$ cat config.mk
export PLATFORM = sky130hd
export DESIGN_NAME = alu_issue_stage
export DESIGN_NICKNAME = d
export VERILOG_FILES = /design/src/rtl/alu_issue_stage.sv
export SDC_FILE = /design/constraint.sdc
export NUM_CORES = 2
export LEC_CHECK = 0
export ABC_AREA = 1
export ABC_CLOCK_PERIOD_IN_PS = 60000
export CAP_MARGIN = 15
export CORE_AREA = 2 2 390 392
export CTS_BUF_LIST = sky130_fd_sc_hd__clkbuf_8 sky130_fd_sc_hd__clkbuf_16
export CTS_CLUSTER_SIZE = 8
export DETAILED_ROUTE_END_ITERATION = 12
export DIE_AREA = 0 0 392 394
export PLACE_DENSITY_LB_ADDON = 0.25
export RECOVER_POWER = 25
export SYNTH_ARGS = -nofsm -noshare
export SYNTH_HDL_FRONTEND = slang
export SYNTH_SLANG_ARGS = --single-unit
$ cat constraint.sdc
create_clock -name clk -period 60 [get_ports clk]
set_input_delay 18 -clock clk [delete_from_list [all_inputs] [get_ports clk]]
set_output_delay 18 -clock clk [all_outputs]
set_load 0.01 [all_outputs]
$ cat src/rtl/alu_issue_stage.sv
// alu_issue_stage: command FIFO, registered ALU drive and result capture around a combinational ALU.
// Optional ALU_ISSUE_STICKY_FLAGS_EN adds sticky carry/overflow flags with a clear input.
module alu_issue_stage #(
    parameter int DWIDTH = 128,
    parameter int DEPTH  = 4
) (
    input  logic                       clk,
    input  logic                       rst,
    input  logic                       in_valid,
    output logic                       in_ready,
    input  logic [DWIDTH-1:0]          in_op1,
    input  logic [DWIDTH-1:0]          in_op2,
    input  logic [2:0]                 in_opsel,
    input  logic                       in_mode,
    output logic [DWIDTH-1:0]          alu_op1,
    output logic [DWIDTH-1:0]          alu_op2,
    output logic [2:0]                 alu_opsel,
    output logic                       alu_mode,
    input  logic [DWIDTH-1:0]          alu_result,
    input  logic                       alu_c,
    input  logic                       alu_z,
    input  logic                       alu_o,
    input  logic                       alu_s,
    output logic                       out_valid,
    input  logic                       out_ready,
    output logic [DWIDTH-1:0]          out_result,
    output logic                       out_c,
    output logic                       out_z,
    output logic                       out_o,
    output logic                       out_s,
    output logic                       err,
`ifdef ALU_ISSUE_STICKY_FLAGS_EN
    input  logic                       sticky_clr,
    output logic                       sticky_c,
    output logic                       sticky_o,
`endif
    output logic [$clog2(DEPTH+1)-1:0] count
);
    localparam int CW = $clog2(DEPTH + 1);
    localparam int PW = $clog2(DEPTH);
    localparam int EW = 2 * DWIDTH + 4;

    logic [EW-1:0] mem [DEPTH];
    logic [PW-1:0] wr_ptr, rd_ptr, rd_nxt;
    logic [CW-1:0] left, count_nxt;
    logic [EW-1:0] in_entry, head_nxt;
    logic          illegal, push, pop;

    assign in_ready  = !rst && (count < CW'(DEPTH));
    // The ALU leaves its carry-in undriven for these combinations, so they are dropped here.
    assign illegal   = (in_opsel == 3'b111) || (in_mode && (in_opsel == 3'b100 || in_opsel == 3'b110));
    assign push      = in_valid && in_ready && !illegal;
    assign pop       = (count != '0) && (!out_valid || out_ready);
    assign in_entry  = {in_op1, in_op2, in_opsel, in_mode};
    assign rd_nxt    = rd_ptr + PW'(pop);
    assign left      = count - CW'(pop);
    assign count_nxt = left + CW'(push);
    // If nothing survives the pop, the new head can only be the entry being pushed.
    assign head_nxt  = (left == '0) ? in_entry : mem[rd_nxt];

    always_ff @(posedge clk) begin
        if (push) mem[wr_ptr] <= in_entry;
    end

    always_ff @(posedge clk or posedge rst) begin
        if (rst) begin
            wr_ptr     <= '0;
            rd_ptr     <= '0;
            count      <= '0;
            err        <= 1'b0;
            alu_op1    <= '0;
            alu_op2    <= '0;
            alu_opsel  <= 3'b000;
            alu_mode   <= 1'b0;
            out_valid  <= 1'b0;
            out_result <= '0;
            {out_c, out_z, out_o, out_s} <= 4'b0;
        end else begin
            wr_ptr    <= wr_ptr + PW'(push);
            rd_ptr    <= rd_nxt;
            count     <= count_nxt;
            err       <= in_valid && in_ready && illegal;
            out_valid <= pop || (out_valid && !out_ready);
            if (count_nxt != '0) {alu_op1, alu_op2, alu_opsel, alu_mode} <= head_nxt;
            if (pop) begin
                out_result <= alu_result;
                {out_c, out_z, out_o, out_s} <= {alu_c, alu_z, alu_o, alu_s};
            end
        end
    end

`ifdef ALU_ISSUE_STICKY_FLAGS_EN
    always_ff @(posedge clk or posedge rst) begin
        if (rst) begin
            sticky_c <= 1'b0;
            sticky_o <= 1'b0;
        end else begin
            sticky_c <= (sticky_c && !sticky_clr) || (pop && alu_c);
            sticky_o <= (sticky_o && !sticky_clr) || (pop && alu_o);
        end
    end
`endif
endmodule
**Yosys cells after proc, flatten, opt, wreduce, memory -nomap -nowiden**

Memory sizes are Yosys's and may differ from the RTL's.
Cells that the tools add are included.
W data, S select, Z words.

- Register bits after elaboration: 401
- RAM bits: 1040
- Input bits: 396
- Word-level logic and storage cells: 44
- Memories kept: 1

- Add/sub/neg operators: 4
- Magnitude comparators: 1
- Equal/unequal tests: 3
- Mux-type cells: 3
- Reductions and logical operators: 18

Memories:

| name | depth | bits a word | rd ports | clocked after memory_dff | wr ports | RTL line | source |
|---|---|---|---|---|---|---|---|
| mem | 4 | 260 | 1 | 0 | 1 | 43 | `logic [EW-1:0] mem [DEPTH];` |

Operators by type and width:

| kind | count |
|---|---|
| $mux W260 | 1 |
| $eq A3 B3 Y1 const B | 3 |
| $logic_and A1 B1 Y1 | 7 |
| $reduce_bool A3 Y1 | 2 |
| $add A2 B1 Y2 | 2 |
| $logic_not A1 Y1 | 4 |
| $logic_or A1 B1 Y1 | 4 |
| $add A3 B1 Y3 | 1 |
| $logic_not A3 Y1 | 1 |
| $lt A3 B3 Y1 const B | 1 |
| $sub A3 B1 Y3 | 1 |
| $mux W1 | 2 |

**Longest topological paths before layout**

- Word-level depth: 8
- Mapped depth: 18

**Least setup slack after synthesis**

No wires, ideal clock.

- Path type: in2reg
- Start point: in in_opsel[0]
- End point: mem mem[0][0] (netlist bit), enable pin
- Library setup time: 1.201 ns
- Arrival: 36.016 ns
- Setup slack: 22.783 ns
- Stages on the path: 4
- Path buffers: 0
- Path through: or2_2 o211ai_1 nand2_1 nor3_1

- Cells in the longest elaborated chain, start to end: 8

Ends and longest elaborated chain:

| item | RTL line | source |
|---|---|---|
| from (decl) | 13 | `input logic [2:0] in_opsel,` |
| $eq A3 B3 Y1 | 51 | `assign illegal = (in_opsel == 3'b111) \|\| (in_mode && (in_opsel == 3'b100 \|\| in_opsel == 3'b110));` |
| $logic_or A1 B1 Y1 | 51 |  |
| $logic_and A1 B1 Y1 | 51 |  |
| $logic_or A1 B1 Y1 (*) | 51 |  |
| $logic_not A1 Y1 (*) | 52 | `assign push = in_valid && in_ready && !illegal;` |
| $logic_and A1 B1 Y1 (*) | 52 |  |
| $mux W1 (*) | 62 | `if (push) mem[wr_ptr] <= in_entry;` |
| $mux W1 (implied by the code) (*) | 62 |  |
| to (decl) | 43 |  |

Mark *: on every way between the ends. The rest lies on a longest branch, timed or not.

**Worst setup path after layout**

- Start point: in rst
- End point: out in_ready

- Cells in the longest elaborated chain, start to end: 2

Ends and longest elaborated chain:

| item | RTL line | source |
|---|---|---|
| from (decl) | 8 | `input logic rst,` |
| $logic_not A1 Y1 (no source line) | -- |  |
| $logic_and A1 B1 Y1 | 49 | `assign in_ready = !rst && (count < CW'(DEPTH));` |
| to (decl) | 10 | `output logic in_ready,` |

Every way passes these cells.

==> flow_metrics.env <==
export IMPL_nNetsFinal=7222
export IMPL_worstPathRequired_ns=42.00
export IMPL_final_period_utilization=0.621
export IMPL_drt_first_pass_iters=5
export IMPL_hold_violations=0
export IMPL_hold_buffers=0
export IMPL_synth_compound_area_frac=0.000126
export IMPL_final_setup_viol_count=0
export IMPL_dp_hpwl_mm=102
export IMPL_slew_viol_final=0
export IMPL_gp_congestion=0.906
export IMPL_clock_sinks=1441
export IMPL_core_area_um2=151000
export IMPL_drtAntennaViolNets=0
export IMPL_clk_pin_slew_ns=0.05
export IMPL_drive_above_1_share=0.0440
export IMPL_min_path_type="flip-flop to flip-flop"
export IMPL_hp_start="out_result[107]$_DFFE_PP0P_"
export IMPL_synth_xor_area_share=0.000147
export IMPL_synthMuxAreaShare=0
export IMPL_io_buffers=793
export IMPL_ys_seq_area_frac=0.691
export IMPL_grt_max_degree=131
export IMPL_die_y_um=394
export IMPL_synth_top_family_by_area="simple AND/OR/NAND/NOR gates"
export IMPL_gr_total_overflow=0
export IMPL_rr_startpoint="count[2]$_DFF_PP0_"
export IMPL_grt_pass1_wl_mm=263
export IMPL_maxCapViolCount=0
export IMPL_max_freq_mhz=26.8
export IMPL_outcome="complete, no violations"
export IMPL_cts_tree="built"
export IMPL_wire_per_inst_um=19.5
export IMPL_syn_inst=6108
export IMPL_worstPathMaxFanout=4
export IMPL_worst_setup_path_end_kind="output pin"
export IMPL_cts_root_buf="clkbuf_16"
export IMPL_critPathLaunchType="input pin"
export IMPL_avgSynthCellArea_um2=9.78
export IMPL_critPathLaunch="rst"
export IMPL_fin_worst_skew_ns=0.0408
export IMPL_synthSimpleGateAreaFrac=0.277
export IMPL_vias=43698
export IMPL_synth_seq_cells=1441
export IMPL_tightest_slew_ns=1.13
export IMPL_final_cells=9048
export IMPL_first_iter_violations=2922
export IMPL_post_cts_buffers=0
export IMPL_place_inst=8650
export IMPL_synth_warnings=0
export IMPL_grt_use_total=0.225
export IMPL_area_growth_pct=25.6
export IMPL_worstSetupPathType="input pin to output pin"
export IMPL_numCtsBuffers=198
export IMPL_relSlewSlack=0.245
export IMPL_antenna_found_initial=96
export IMPL_start_util=0.397
export IMPL_cts_buffer_depth=3
export IMPL_dieArea_um2=154000
export IMPL_wl_mm=177
export IMPL_period_needed_ns=37.25
export IMPL_floorplan_rows=143
export IMPL_drc=0
export IMPL_ctsResizeCount=0
export IMPL_leakage_nw=33.6
export IMPL_arrival_ns=19.25
export IMPL_synth_nets=6510
export IMPL_irDropWorstVdd_uv=48.3
export IMPL_vias_per_cell=4.83
export IMPL_synth_cell_types=23
export IMPL_synth_fa_ha_area_frac=0.00126
export IMPL_cts_htree_levels=4
export IMPL_rsz0062_at_grt="false"
export IMPL_grt_pass1_vias=41478
export IMPL_pin_count=794
export IMPL_finalSetupTns_ns=0
export IMPL_powerDensity_nw_per_um2=55.3
export IMPL_netlist_area_um2=59700
export IMPL_die_x_um=392
export IMPL_clkLatencyLatePin_ns=0.81
## state kept, by name, indices dropped and copies added, names as in the netlist, 2 cells and up
register and cells:
rd_ptr 2, mem 1040, alu_op1 128, alu_op2 128, out_result 128, count 3, wr_ptr 2, alu_opsel 3
## area by class of cell
class / instances / area [um^2]
Sequential cell: 1441 / 41300
Tap cell: 2030 / 2540
Clock buffer: 201 / 5010
Antenna cell: 37 / 92.6
Clock inverter: 160 / 845
Timing Repair Buffer: 853 / 8450
Fill cell: 13728 / 75600
Inverter: 21 / 104
Multi-Input combinational cell: 4305 / 16700
## logic make-up (layout without fill, tap and decap cells)
family                   after synthesis  count (layout)
AO/OA/AOI/OAI                          1               1
XOR/XNOR                               1               1
adder cells (fa/ha/maj)                6               6
buffers and inverters                362            1235
flip-flops                          1441            1441
other                                  0              37
AND/OR/NAND/NOR                     4297            4297
## path summary, 6_finish.rpt
kind / to / slack [ns] / cells past startpoint
setup / recovery: in_ready / 22.75 / 3
hold / removal: out_result[107]$_DFFE_PP0P_ / 0.47 / 2
setup reg to reg: alu_op1[82]$_DFFE_PP0P_ / 54.04 / 16
hold reg to reg: out_result[107]$_DFFE_PP0P_ / 0.47 / 2
max in group asynchronous: out_result[72]$_DFFE_PP0P_ / 39.94 / 4
min in group asynchronous: alu_op1[13]$_DFFE_PP0P_ / 17.80 / 2
## where the power goes
group	internal [W]	total (W)	switching (W)
clock network	0.000598	0.00102	0.000426
logic	0.000593	0.00179	0.00120
registers	0.00124	0.00133	0.0000862
## synthesized netlist by cell type
| master | instances | share of area |
|---|---|---|
| nand2_1 | 3981 | 0.25 |
| edfxtp_1 | 1040 | 0.52 |
| dfrtp_1 | 401 | 0.17 |
| nand3_1 | 290 | 0.024 |
| buf_2 | 213 | 0.018 |
| clkbuf_1 | 82 | 0.0052 |
| buf_6 | 19 | 0.0036 |
| inv_1 | 17 | 0.0011 |
| buf_4 | 15 | 0.0019 |
| or2_2 | 15 | 0.0016 |
| buf_1 | 11 | 0.00069 |
| ha_1 | 6 | 0.0013 |
| nor3_1 | 5 | 0.00042 |
| inv_2 | 4 | 0.00025 |
| and2_1 | 1 | 0.00010 |
| buf_8 | 1 | 0.00025 |
| nand3_2 | 1 | 0.00017 |
| nand4_1 | 1 | 0.00010 |
| nor2_1 | 1 | 0.000063 |
| nor2_2 | 1 | 0.00010 |
| nor4_1 | 1 | 0.00010 |
| o211ai_1 | 1 | 0.00013 |
| xor2_1 | 1 | 0.00015 |
## per-layer routing
metal,vias up,GRT usage,part of all wire
li1,21059,-,-
met2,1322,0.354,0.46
met4,50,0.0775,0.028
met3,346,0.0549,0.072
met1,20921,0.305,0.43
met5,-,0,0.0018
## worst max-delay path, cell delays in order
cell and delay, ns:
clkdlybuf4s50_1 0.54, nor2_1 0.16, clkdlybuf4s50_1 0.54
## per-stage QoR
step	setup slack [ns]	area (um^2)	hold slack, ns	utilization	power, W
floorplan	22.78	59700	0.478	-	0.00250
global placement	22.70	69100	0.461	0.459	0.00314
detailed placement	22.74	69100	0.464	0.459	0.00315
CTS	22.74	74900	0.478	0.497	0.00420
global route	22.71	75000	0.485	0.498	0.00446
finish	22.75	75000	0.474	0.498	0.00415
## cells in the final DEF (no fill, tap or decap), drive strengths merged
master         count
and2               1
buf               60
clkbuf           201
clkdlybuf4s50    583
clkinv            11
dfrtp            401
diode             37
dlygate4sd3      210
edfxtp          1040
ha                 6
inv              170
nand2           3981
nand3            291
nand4              1
nor2               2
nor3               5
nor4               1
o211ai             1
or2               15
xor2               1
(Power assumes the default switching activity.)
